<file path="src/rtl/mdu_div_ctrl_pkg.sv">
// Shared types and helpers for the divider front end.
// Holds funct3 codes, FSM encoding and W-form sign extension.
package mdu_div_ctrl_pkg;

   localparam int XLEN_D  = 64;
   localparam int TAG_W_D = 5;

   localparam logic [2:0] FN_DIV  = 3'b100;
   localparam logic [2:0] FN_DIVU = 3'b101;
   localparam logic [2:0] FN_REM  = 3'b110;
   localparam logic [2:0] FN_REMU = 3'b111;

   typedef enum logic [1:0] {
      ST_IDLE,
      ST_RUN,
      ST_RESP,
      ST_DRAIN
   } div_state_t;

   function automatic logic [XLEN_D-1:0] sext32(input logic [31:0] v);
      return {{(XLEN_D-32){v[31]}}, v};
   endfunction

endpackage

</file>
<file path="src/rtl/mdu_div_special.sv">
// RISC-V divide special cases: divide-by-zero, signed overflow,
// and non-divide funct3 codes, resolved without the divider.
module mdu_div_special
   import mdu_div_ctrl_pkg::*;
#(
   parameter int XLEN = XLEN_D
) (
   input  logic [2:0]      funct3,
   input  logic            w,
   input  logic [XLEN-1:0] rs1,
   input  logic [XLEN-1:0] rs2,
   output logic            is_special,
   output logic [XLEN-1:0] special_result
);

   logic [XLEN-1:0] a;
   logic [XLEN-1:0] b;
   logic            is_signed;
   logic            is_rem;
   logic            min_a;
   logic            bad_op;
   logic            div0;
   logic            ovf;

   always_comb begin
      a         = w ? sext32(rs1[31:0]) : rs1;
      b         = w ? sext32(rs2[31:0]) : rs2;
      is_signed = !funct3[0];
      is_rem    = funct3[1];
      min_a     = w ? (rs1[31:0] == 32'h8000_0000)
                    : (rs1 == {1'b1, {(XLEN-1){1'b0}}});
      bad_op    = !funct3[2];
      div0      = funct3[2] && (b == '0);
      ovf       = funct3[2] && is_signed && min_a && (b == '1);
      is_special = bad_op || div0 || ovf;
   end

   // Conditions above are mutually exclusive by construction.
   always_comb begin
      special_result = '0;
      unique case (1'b1)
         bad_op:  special_result = '0;
         div0:    special_result = is_rem ? a : '1;
         ovf:     special_result = is_rem ? '0 : a;
         default: special_result = '0;
      endcase
   end

endmodule

</file>
<file path="src/rtl/mdu_div_ctrl.sv">
// Execute-stage divider front end: special-case bypass,
// divider handshake, result select and tagged writeback.
module mdu_div_ctrl
   import mdu_div_ctrl_pkg::*;
#(
   parameter int XLEN  = XLEN_D,
   parameter int TAG_W = TAG_W_D
) (
   input  logic             clk,
   input  logic             reset,
   input  logic             flush,
   input  logic             req_valid,
   output logic             req_ready,
   input  logic [2:0]       req_funct3,
   input  logic             req_w,
   input  logic [XLEN-1:0]  req_rs1,
   input  logic [XLEN-1:0]  req_rs2,
   input  logic [TAG_W-1:0] req_rd,
   output logic             resp_valid,
   input  logic             resp_ready,
   output logic [XLEN-1:0]  resp_data,
   output logic [TAG_W-1:0] resp_rd,
   output logic             div_valid,
   output logic             div_signed,
   output logic             divw,
   output logic [XLEN-1:0]  dividend,
   output logic [XLEN-1:0]  divisor,
   output logic             div_flush,
   input  logic             div_ready,
   input  logic             div_out_valid,
   input  logic [XLEN-1:0]  div_quot,
   input  logic [XLEN-1:0]  div_rema
);

   div_state_t      state;
   logic [1:0]      fn_q;
   logic            w_q;
   logic            accept;
   logic            is_special;
   logic [XLEN-1:0] special_result;
   logic [XLEN-1:0] sel;
   logic [XLEN-1:0] div_result;

   mdu_div_special #(.XLEN(XLEN)) u_special (
      .funct3         (req_funct3),
      .w              (req_w),
      .rs1            (req_rs1),
      .rs2            (req_rs2),
      .is_special     (is_special),
      .special_result (special_result)
   );

   assign req_ready  = (state == ST_IDLE) && div_ready && !flush;
   assign accept     = req_valid && req_ready;
   assign div_valid  = (state == ST_RUN);
   assign resp_valid = (state == ST_RESP);
   assign div_signed = !fn_q[0];
   assign divw       = w_q;

   always_comb begin
      sel        = fn_q[1] ? div_rema : div_quot;
      div_result = w_q ? sext32(sel[31:0]) : sel;
   end

   always_ff @(posedge clk) begin
      if (reset) begin
         state     <= ST_IDLE;
         fn_q      <= '0;
         w_q       <= 1'b0;
         dividend  <= '0;
         divisor   <= '0;
         resp_rd   <= '0;
         resp_data <= '0;
         div_flush <= 1'b0;
      end else begin
         div_flush <= 1'b0;
         unique case (state)
            ST_IDLE: begin
               if (accept) begin
                  fn_q     <= req_funct3[1:0];
                  w_q      <= req_w;
                  dividend <= req_rs1;
                  divisor  <= req_rs2;
                  resp_rd  <= req_rd;
                  if (is_special) begin
                     resp_data <= special_result;
                     state     <= ST_RESP;
                  end else begin
                     state <= ST_RUN;
                  end
               end
            end
            ST_RUN: begin
               // A result landing with the flush leaves nothing to drain.
               if (flush) begin
                  state     <= div_out_valid ? ST_IDLE : ST_DRAIN;
                  div_flush <= !div_out_valid;
               end else if (div_out_valid) begin
                  resp_data <= div_result;
                  state     <= ST_RESP;
               end
            end
            ST_RESP: begin
               if (flush || resp_ready) state <= ST_IDLE;
            end
            ST_DRAIN: begin
               if (div_out_valid) state <= ST_IDLE;
            end
         endcase
      end
   end

   always_ff @(posedge clk) begin
      if (!reset && accept) assert (req_funct3[2]);
   end

endmodule

</file>
<file path="config.mk">
export PLATFORM = sky130hd
export DESIGN_NAME = mdu_div_ctrl
export DESIGN_NICKNAME = d
export VERILOG_FILES = /design/src/rtl/mdu_div_ctrl_pkg.sv /design/src/rtl/mdu_div_special.sv /design/src/rtl/mdu_div_ctrl.sv
export SDC_FILE = /design/constraint.sdc
export NUM_CORES = 1
export LEC_CHECK = 0
export ABC_CLOCK_PERIOD_IN_PS = 2420
export BUFFER_PORTS_ARGS = -buffer_cell sky130_fd_sc_hd__buf_2
export CORE_AREA = 2 2 186 188
export CTS_BUF_LIST = sky130_fd_sc_hd__clkbuf_16
export DETAILED_ROUTE_END_ITERATION = 8
export DIE_AREA = 0 0 188 190
export SLEW_MARGIN = 5
export SYNTH_ARGS = -nofsm -noshare
export SYNTH_HDL_FRONTEND = slang
export SYNTH_SLANG_ARGS = --single-unit
export TNS_END_PERCENT = 50
</file>
<file path="constraint.sdc">
create_clock -name clk -period 2.42 [get_ports clk]
set_clock_uncertainty 0.05 [all_clocks]
set_input_delay 0.121 -clock clk [delete_from_list [all_inputs] [get_ports clk]]
set_output_delay 0.121 -clock clk [all_outputs]
set_load 0.02 [all_outputs]
</file>
==> flow_summary.toml, run 1 <==
[placed_design]
gp_congestion = 0.877
io_buffers = 474
dp_slack_ns = -0.575
hpwl_mm = 32.1

[worst_setup_path]
cp.arrival_ns = 2.73
worst-path-max-fanout = 8
end_kind = "flip-flop"
worst_ep_required_time_ns = 2.78
path_class = "input port to flip-flop"
slowest_stage = "dlygate4sd3_1"
cp_slowest_stage_delay_ns = 0.58
critPathLaunchType = "input port"
path_cells = "buf_2, dlygate4sd3_1, buf_4, nand4_1, nor4_2, buf_4, nand4_1, nor3_4, buf_12, o21ai_4, clkbuf_16, mux2i_1"

[timing]
finalSetupTns_ns = 0
hold_violations = 0
fmax_mhz = 423
fin_crit_ns = 2.37
setup_violations = 0
slew_violations = 0
tightest_slew_ns = 0.562
fin_ws_ns = 0.0548
min_period_over_period_pct = 97.7
rsz0062_at_grt = "no"
relSlewSlack_pct = 62.2

[yosys]
synth_area_um2 = 10500
ys_warn_count = 0
synthFlopType = "dfxtp_1"
synth_area_leader_cell = "dfxtp_1"
syn_nets = 1658
async_flop_share_pct = 0
yosys.area.top_type_share_pct = 38.7
synth_seq_cells = 203
synthDistinctLibCells = 48
synth-edff-count = 0
syn-instance-count = 1386
synth.top_cells.by_area = "dfxtp_1 (39%), nand2_1 (10%), a21oi_1 (8.1%)"
avgSynthCellArea_um2 = 7.57
synth_seq_area_share_pct = 38.7

[cts]
clock-sinks = 203
ctsRootBufferMaster = "clkbuf_16"
clock_latency_ns = 0.52
path_clk_slew_ns = 0.05
cts_buffers = 25
cts_tree = "done"
htreeDepth = 1
cts.path.max_buffers = 3

[route]
highest_layer = "met5"
ant_nets = 0
dr.pass1.iters = 5
drtIter0Drc = 715
drc_errors = 0
wl_per_cell_um = 18.5
wl_met2_mm = 23.7
drt_wl_total_mm = 46.7
dr_wl_met3_mm = 3.38
wl_met1_mm = 18.4
via_per_inst = 5.02
vias = 12677

[pwr]
power_density_nw_per_um2 = 512
p_leak_uw = 0.00765
power_uw = 8550
vdd_drop_max_v = 0.000448
p_int_uw = 6130
p_seq_share_pct = 41.0
p_sw_uw = 2420
power_frac_comb_pct = 18.9
clockPowerShare_pct = 40.2
switching_share_pct = 28.3

[global_route]
grt_overflow = 0
grt_pass1_vias = 12627
grt_use_total_pct = 24.5
grt_pass1_wl_mm = 70.0
antenna_found_initial = 3
grt_max_degree = 97

[hold_path]
min_path_type = "input port to flip-flop"

[floorplanning]
die_area_um2 = 35700
io_pins = 475
rows = 68
die_y_um = 190
core_um2 = 33900
initial_core_util_pct = 30.9
fp.dieW_um = 188

[layout]
fill_cells = 3287
seq_area_um2 = 4070
nets = 2325
multi_input_area_um2 = 5840
syn_to_final_growth_pct = 59.0
post_route_cells_drive_above_1_share_pct = 32.0

[run_status]
status = "completed"

[job]
cap_violations = 0
[cell usage after synthesis, drive strengths merged (3+ instances only)]
library cell  count
mux2i            63
nor4             29
o21bai           31
a21oi           170
a31oi            34
nor4b             3
or4               6
buf              27
nand2b           35
nor2            130
o31ai            32
nand4            15
inv              67
a2111oi          31
o21ai            36
nand2           279
nor2b            34
clkbuf           94
nor3              8
a211oi           33
dfxtp           203
[state kept, by name, indices dropped and copies added (netlist names)]
| name | cells |
|---|---|
| div_flush | 1 |
| dividend | 64 |
| divisor | 64 |
| divw | 1 |
| fn_q | 2 |
| resp_data | 64 |
| resp_rd | 5 |
| state | 2 |
[final timing paths]
path / slack (ns) / end / startpoint / cells after the start
min reg2reg: 0.40 / dividend[35]$_SDFFE_PP0P_ / dividend[35]$_SDFFE_PP0P_ / 2
max: 0.05 / resp_data[15]$_SDFFE_PP0P_ / req_rs2[11] / 12
max reg2reg: 0.11 / dividend[39]$_SDFFE_PP0P_ / state[0]$_SDFFE_PP0P_ / 6
min: 0.02 / resp_data[24]$_SDFFE_PP0P_ / div_rema[24] / 5
[cells in the final DEF, fill, tap and decap left out, types with 34 or more instances in the layout]
master | synthesis | layout
nor2_1 | 130 | 130
buf_2 | 11 | 471
dlygate4sd3_1 | 0 | 184
buf_4 | 6 | 82
a21oi_1 | 170 | 170
o21ai_0 | 34 | 34
inv_1 | 67 | 76
nand2_1 | 279 | 278
nor2b_1 | 34 | 34
mux2i_1 | 63 | 63
nand2b_1 | 35 | 34
dfxtp_1 | 203 | 202
[logic make-up (layout without fill, tap and decap cells)]
| group | Yosys count | in the layout | synth area share, % |
|---|---|---|---|
| and+or+nand+nor | 553 | 553 | 23.6 |
| AOI/OAI and AO/OA | 379 | 379 | 24.4 |
| DFF | 203 | 203 | 38.7 |
| buffers and inverters | 188 | 870 | 7.28 |
| muxes | 63 | 63 | 6.01 |
| other | 0 | 2 | 0 |
[routing by layer]
layer  vias to the layer above  GRT usage (%)
li1                       6124              -
met1                      5918           28.0
met2                       545           45.5
met3                        88           4.87
met4                         2           8.06
met5                         -              0
[final cells by class]
cell class                 count  share of cell area, %
multi-input combinational    995                   35.0
timing repair buffer         761                   31.4
clock inverter                17                  0.584
inverter                      67                   1.51
clock buffer                  25                   3.75
antenna                        2                 0.0300
sequential                   203                   24.4
tap                          455                   3.41
[what timing repair did]
action | 4_1_cts | 5_1_grt
endpoints found under the setup margin | 4 | 64
gates resized for setup | 1 | 24
hold buffers | 185 | 3
hold endpoints to repair | 161 | 3
buffers inserted | 0 | 2
cloned | 0 | 4
pin swaps | 0 | 11
[through the flow]
| stage | std cells | instance area (um^2) | utilization, % | hold slack (ns) |
|---|---|---|---|---|
| after detailed placement | 2292 | 13900 | 41.0 | 0.318 |
| after CTS | 2519 | 16500 | 48.6 | 0.000873 |
| after global routing | 2524 | 16700 | 49.2 | 0.0139 |
| after floorplan | 1386 | 10500 | - | 0.150 |
| after global placement | 2292 | 13900 | 41.0 | 0.314 |
| final | 2525 | 16700 | 49.2 | 0.0168 |
[worst max-delay path: cells and delay by family]
family	cells	cell delay (ns)
muxes	1	0.11
buffers and inverters	6	1.33
AOI/OAI and AO/OA	1	0.15
and+or+nand+nor	4	0.99
[power by group through the flow]
stage,logic (uW),registers [uW],clock network (uW)
global placement,1330,3570,0
global route,1730,3510,3650
finish,1610,3500,3430
floorplan,533,3690,0
CTS,1570,3500,3520
detailed placement,1340,3570,0
No activity file was read; power rests on OpenSTA's default activity.
==> run 2: changes to the inputs <==
--- a/config.mk
+++ b/config.mk
@@ -11,6 +11,7 @@
 export CTS_BUF_LIST = sky130_fd_sc_hd__clkbuf_16
 export DETAILED_ROUTE_END_ITERATION = 8
 export DIE_AREA = 0 0 188 190
+export HOLD_SLACK_MARGIN = 0.05
 export SLEW_MARGIN = 5
 export SYNTH_ARGS = -nofsm -noshare
 export SYNTH_HDL_FRONTEND = slang
==> run 2 against run 1 <==
Compared with the run above:
- critical path depth did not move
- first-iteration DRC count rose by 0.98%
- sequential power barely moved
- combinational power rose by 6%
- critical path type unchanged
- final area rose by 3.5%
- final cell count rose by 2.4%
- maximum frequency barely moved
==> flow_summary.toml, run 2 (synthesis gave the netlist of run 1 again) <==
[pwr]
p_sw_uw = 2440
p_seq_share_pct = 40.5
p_leak_uw = 0.00792
p_int_uw = 6200
power_frac_comb_pct = 19.6
vdd_drop_max_v = 0.000449
switching_share_pct = 28.2
power_density_nw_per_um2 = 500
clockPowerShare_pct = 39.8
power_uw = 8640

[hold_path]
min-delay-start = "div_rema[37]"
min_path_type = "input port to flip-flop"
worstHoldPathCells = 5
min_to = "resp_data[37]$_SDFFE_PP0P_"

[placed_design]
hpwl_mm = 32.1
placed_area_um2 = 13900
gp_congestion = 0.877
io_buffers = 474
post-place-cells = 2292
dp_slack_ns = -0.575

[route]
ant_nets = 0
drt_wl_total_mm = 47.7
via_per_inst = 5.02
drc_errors = 0
wl_per_cell_um = 18.5
vias = 12964
dr.pass1.iters = 4
drtIter0Drc = 722

[global_route]
use_met2_pct = 46.6
antenna_found_initial = 3
grt_max_degree = 97
grt_use_total_pct = 25.1
grt_use_met1_pct = 28.3
grt_overflow = 0
grtUsageMet3_pct = 5.11
grt_pass1_wl_mm = 71.7
grt_most_used_layer = "met2"
grt_pass1_vias = 12934

[cts]
path_clk_slew_ns = 0.06
cts_tree = "done"
htreeDepth = 1
ctsRootBufferMaster = "clkbuf_16"
cts_buffers = 25
cts.path.max_buffers = 3
clock_latency_ns = 0.52
clock-sinks = 203

[floorplanning]
io_pins = 475
initial_core_util_pct = 30.9
core_um2 = 33900
rows = 68
fp.dieW_um = 188
die_y_um = 190
die_area_um2 = 35700

[layout]
layout_common_cells = "buf_2 (471), nand2_1 (278), dlygate4sd3_1 (242)"
fill_cells = 3173
final_util_pct = 50.9
nets = 2384
post_route_cells_drive_above_1_share_pct = 31.1
fin_area_um2 = 17300
largestRegisters = "dividend x64, divisor x64, resp_data x64"
finalNonFillerCells = 2585
syn_to_final_growth_pct = 64.7
final_common_cell = "buf_2"

[job]
cap_violations = 0

[worst_setup_path]
cp.arrival_ns = 2.73
r2r_start = "state[0]$_SDFFE_PP0P_"
ff2ff_setup_slack_ns = 0.12
worst_ep_required_time_ns = 2.78
regToRegEndpoint = "dividend[39]$_SDFFE_PP0P_"
end_kind = "flip-flop"
critPathLaunchType = "input port"
r2r_cells = 6
path_class = "input port to flip-flop"
worst-path-max-fanout = 8

[timing]
slew_violations = 0
min_period_over_period_pct = 97.8
fin_crit_ns = 2.37
setup_violations = 0
hold_violations = 0
fmax_mhz = 423
fin_ws_ns = 0.0538
relSlewSlack_pct = 62.1
tightest_slew_ns = 0.564

[run_status]
status = "completed"
[run 2: cell types whose count changed in the layout (fill, tap and decap cells not counted)]
cell,change
nor4_2,-1
nor4_1,+1
dlymetal6s4s_1,+1
diode_2,+1
dlygate4sd3_1,+58
[run 2: how the worst max path moves through the flow]
stage | from | to | slack, ns | cells past startpoint
global placement | req_rs2[5] | resp_data[16]$_SDFFE_PP0P_ | -0.60 | 9
detailed placement | req_rs2[5] | resp_data[26]$_SDFFE_PP0P_ | -0.57 | 9
CTS | req_rs2[14] | resp_data[45]$_SDFFE_PP0P_ | 0.01 | 12
finish | req_rs2[11] | resp_data[15]$_SDFFE_PP0P_ | 0.05 | 12
floorplan | state[0]$_SDFFE_PP0P_ | resp_data[44]$_SDFFE_PP0P_ | 0.27 | 8
global route | req_rs2[5] | resp_data[5]$_SDFFE_PP0P_ | -0.0001 | 9
[run 2: cell type report]
| type | count | area (um^2) | share of cell area [%] |
|---|---|---|---|
| diodes | 3 | 7.51 | 0.0434 |
| clock buffers | 25 | 626 | 3.62 |
| clock inverters | 17 | 97.6 | 0.565 |
| inverters | 67 | 251 | 1.45 |
| multi-input cells | 995 | 5830 | 33.7 |
| flip-flops and latches | 203 | 4070 | 23.5 |
| well taps | 455 | 569 | 3.29 |
| repair buffers | 820 | 5830 | 33.8 |
[run 2: timing repair]
item	CTS	global route
gates resized for setup	1	24
cloned	0	4
endpoints found under the setup margin	4	64
hold buffers	243	3
hold endpoints to repair	195	3
pin swaps	0	11
setup buffers	0	2
[run 2: worst max-delay path, cell delays in order]
cell and delay [ns]:
buf_2 0.13, dlygate4sd3_1 0.58, buf_4 0.12, nand4_1 0.18
nor4_2 0.25, buf_4 0.14, nand4_1 0.24, nor3_4 0.31
buf_12 0.15, o21ai_4 0.15, clkbuf_16 0.22, mux2i_1 0.11
[run 2: power groups by stage]
stage	clock network [uW]	registers (uW)	logic, uW
6_report	3440	3500	1700
5_1_grt	3640	3510	1820
4_1_cts	3520	3500	1650
3_5_place_dp	0	3570	1340
3_3_place_gp	0	3570	1330
2_1_floorplan	0	3690	533
[run 2: stage by stage]
step | hold WS [ns] | TNS, ns
after global placement | 0.314 | -34.83
after CTS | 0.0548 | 0
final | 0.0819 | 0
after detailed placement | 0.318 | -33.90
after floorplan | 0.150 | 0
after global routing | 0.0721 | -0.000108
[run 2: per-layer routing]
layer,up-vias,wire [um],part of all wire [%]
met4,2,1460,3.1
met3,87,3500,7.3
li1,6256,-,-
met2,551,24400,51
met5,-,13,0.027
met1,6068,18400,38
==> run 3: changes to the inputs <==
--- a/config.mk
+++ b/config.mk
@@ -7,11 +7,12 @@
 export LEC_CHECK = 0
 export ABC_CLOCK_PERIOD_IN_PS = 2420
 export BUFFER_PORTS_ARGS = -buffer_cell sky130_fd_sc_hd__buf_2
-export CORE_AREA = 2 2 186 188
+export CORE_AREA = 2 2 185 187
 export CTS_BUF_LIST = sky130_fd_sc_hd__clkbuf_16
 export DETAILED_ROUTE_END_ITERATION = 8
-export DIE_AREA = 0 0 188 190
+export DIE_AREA = 0 0 187 189
 export HOLD_SLACK_MARGIN = 0.05
+export PLACE_DENSITY = 0.53
 export SLEW_MARGIN = 5
 export SYNTH_ARGS = -nofsm -noshare
 export SYNTH_HDL_FRONTEND = slang
==> run 3 against run 2 <==
Compared with the run above:
- sequential share of layout area is 0.25 points higher
- final cell count decreased by 0.77%
- sequential cell count is the same
- clock power grew 1%
- worst hold slack got worse by 0.010 ns
- non-clock buffer count shrank 15
- register-to-register slack got worse by 0.02 ns
- combinational power hardly changed
- sequential power barely moved
==> flow_summary.toml, run 3 (synthesis gave the netlist of run 1 again) <==
[run_status]
status = "completed"

[worst_setup_path]
worst_ep_required_time_ns = 2.78
path_cells = "dlygate4sd3_1, buf_2, nor4_1, buf_4, and4_1, a41oi_2, nor3_4, buf_4, o21a_2, buf_12, a31oi_2"
critPathLaunchType = "input port"
slowest_stage = "dlygate4sd3_1"
worst-path-max-fanout = 13
cp.arrival_ns = 2.75
path_class = "input port to flip-flop"
cp_slowest_stage_delay_ns = 0.53
cpMostUsedCell = "buf_4"
end_kind = "flip-flop"

[layout]
post_route_cells_drive_above_1_share_pct = 31.5
fill_cells = 3237
layout_common_cells = "buf_2 (473), nand2_1 (278), dlygate4sd3_1 (224)"
nets = 2369
final_common_cell = "buf_2"
multi_input_area_um2 = 5800
largestRegisters = "dividend x64, divisor x64, resp_data x64"
final_util_pct = 51.4
fin_area_um2 = 17100
syn_to_final_growth_pct = 63.0
seq_area_um2 = 4070

[cts]
htreeDepth = 1
clock-sinks = 203
cts_tree = "done"
cts_buffers = 25
cts.path.max_buffers = 3
clock_latency_ns = 0.53
ctsRootBufferMaster = "clkbuf_16"
cts_setup_buffers = 0
path_clk_slew_ns = 0.06

[global_route]
grt_max_degree = 82
antenna_found_initial = 1
grt_pass1_wl_mm = 72.6
grt_use_total_pct = 25.7
grt_overflow = 0
grt_pass1_vias = 12953

[floorplanning]
die_area_um2 = 35300
rows = 67
initial_core_util_pct = 31.5
io_pins = 475
fp.dieW_um = 187
die_y_um = 189
core_um2 = 33300

[timing]
slew_violations = 0
fin_crit_ns = 2.39
hold_violations = 0
min_period_over_period_pct = 98.9
tightest_slew_ns = 0.678
fmax_mhz = 418
rsz0062_at_grt = "no"
setup_violations = 0
whs_ns = 0.0716
relSlewSlack_pct = 54.4

[placed_design]
hpwl_mm = 33.7
gp_congestion = 0.863
io_buffers = 474
placed_area_um2 = 14100

[route]
drc_errors = 0
dr.pass1.iters = 7
vias = 12901
via_per_inst = 5.03
wl_per_cell_um = 18.7
drt_wl_total_mm = 48.0
ant_nets = 0
drtIter0Drc = 755

[pwr]
vdd_drop_max_v = 0.000406
p_leak_uw = 0.00783
power_density_nw_per_um2 = 507

[hold_path]
min_path_type = "input port to flip-flop"

[job]
cap_violations = 0
run 3: final timing paths:
path                             from                          to  slack, ns  depth (start not counted)
max                       req_rs1[62]  resp_data[43]$_SDFFE_PP0P_       0.03                         11
min                      div_rema[49]  resp_data[49]$_SDFFE_PP0P_       0.07                          5
max reg2reg     state[1]$_SDFFE_PP0P_   dividend[20]$_SDFFE_PP0P_       0.10                          7
min reg2reg  divisor[35]$_SDFFE_PP0P_    divisor[35]$_SDFFE_PP0P_       0.40                          2
run 3: per-layer routing:
metal / global-route usage [%] / up-vias / part of all wire (%)
met5: 0 / - / 0.027
li1: - / 6233 / -
met2: 47.0 / 554 / 50
met1: 29.8 / 5989 / 39
met4: 9.28 / 2 / 3.9
met3: 4.84 / 123 / 7.0
run 3: final cells by class:
type | count | area share, %
Multi-Input combinational cell | 995 | 33.9
Timing Repair Buffer | 805 | 33.3
Sequential cell | 203 | 23.8
Clock buffer | 25 | 3.66
Tap cell | 448 | 3.28
Inverter | 67 | 1.47
Clock inverter | 21 | 0.680
Antenna cell | 1 | 0.0146
run 3: critical path: cells and delay by family:
family | cells | cell delay, ns
compound gates | 3 | 0.47
simple gates | 3 | 0.90
buf+inv | 5 | 1.25
run 3: stage by stage:
stage	total power, uW	instances	TNS [ns]	setup slack, ns
floorplan	4220	1386	0	0.273
global placement	4940	2294	-13.43	-0.403
detailed placement	4950	2294	-14.43	-0.435
CTS	8730	2564	0	0.0171
global route	9000	2564	0	0.00485
finish	8670	2565	0	0.0277
run 3: power by group:
group | internal (uW) | leakage, uW | switching [uW]
Sequential | 3440 | 0.00165 | 61.2
Combinational | 793 | 0.00579 | 891
Clock | 1970 | 0.000398 | 1510
Total | 6200 | 0.00783 | 2470
run 3: what timing repair did:
action | CTS | global route
endpoints found under the setup margin | 0 | 46
hold endpoints to repair | 186 | 0
resized for setup | 0 | 12
hold buffers | 224 | 0
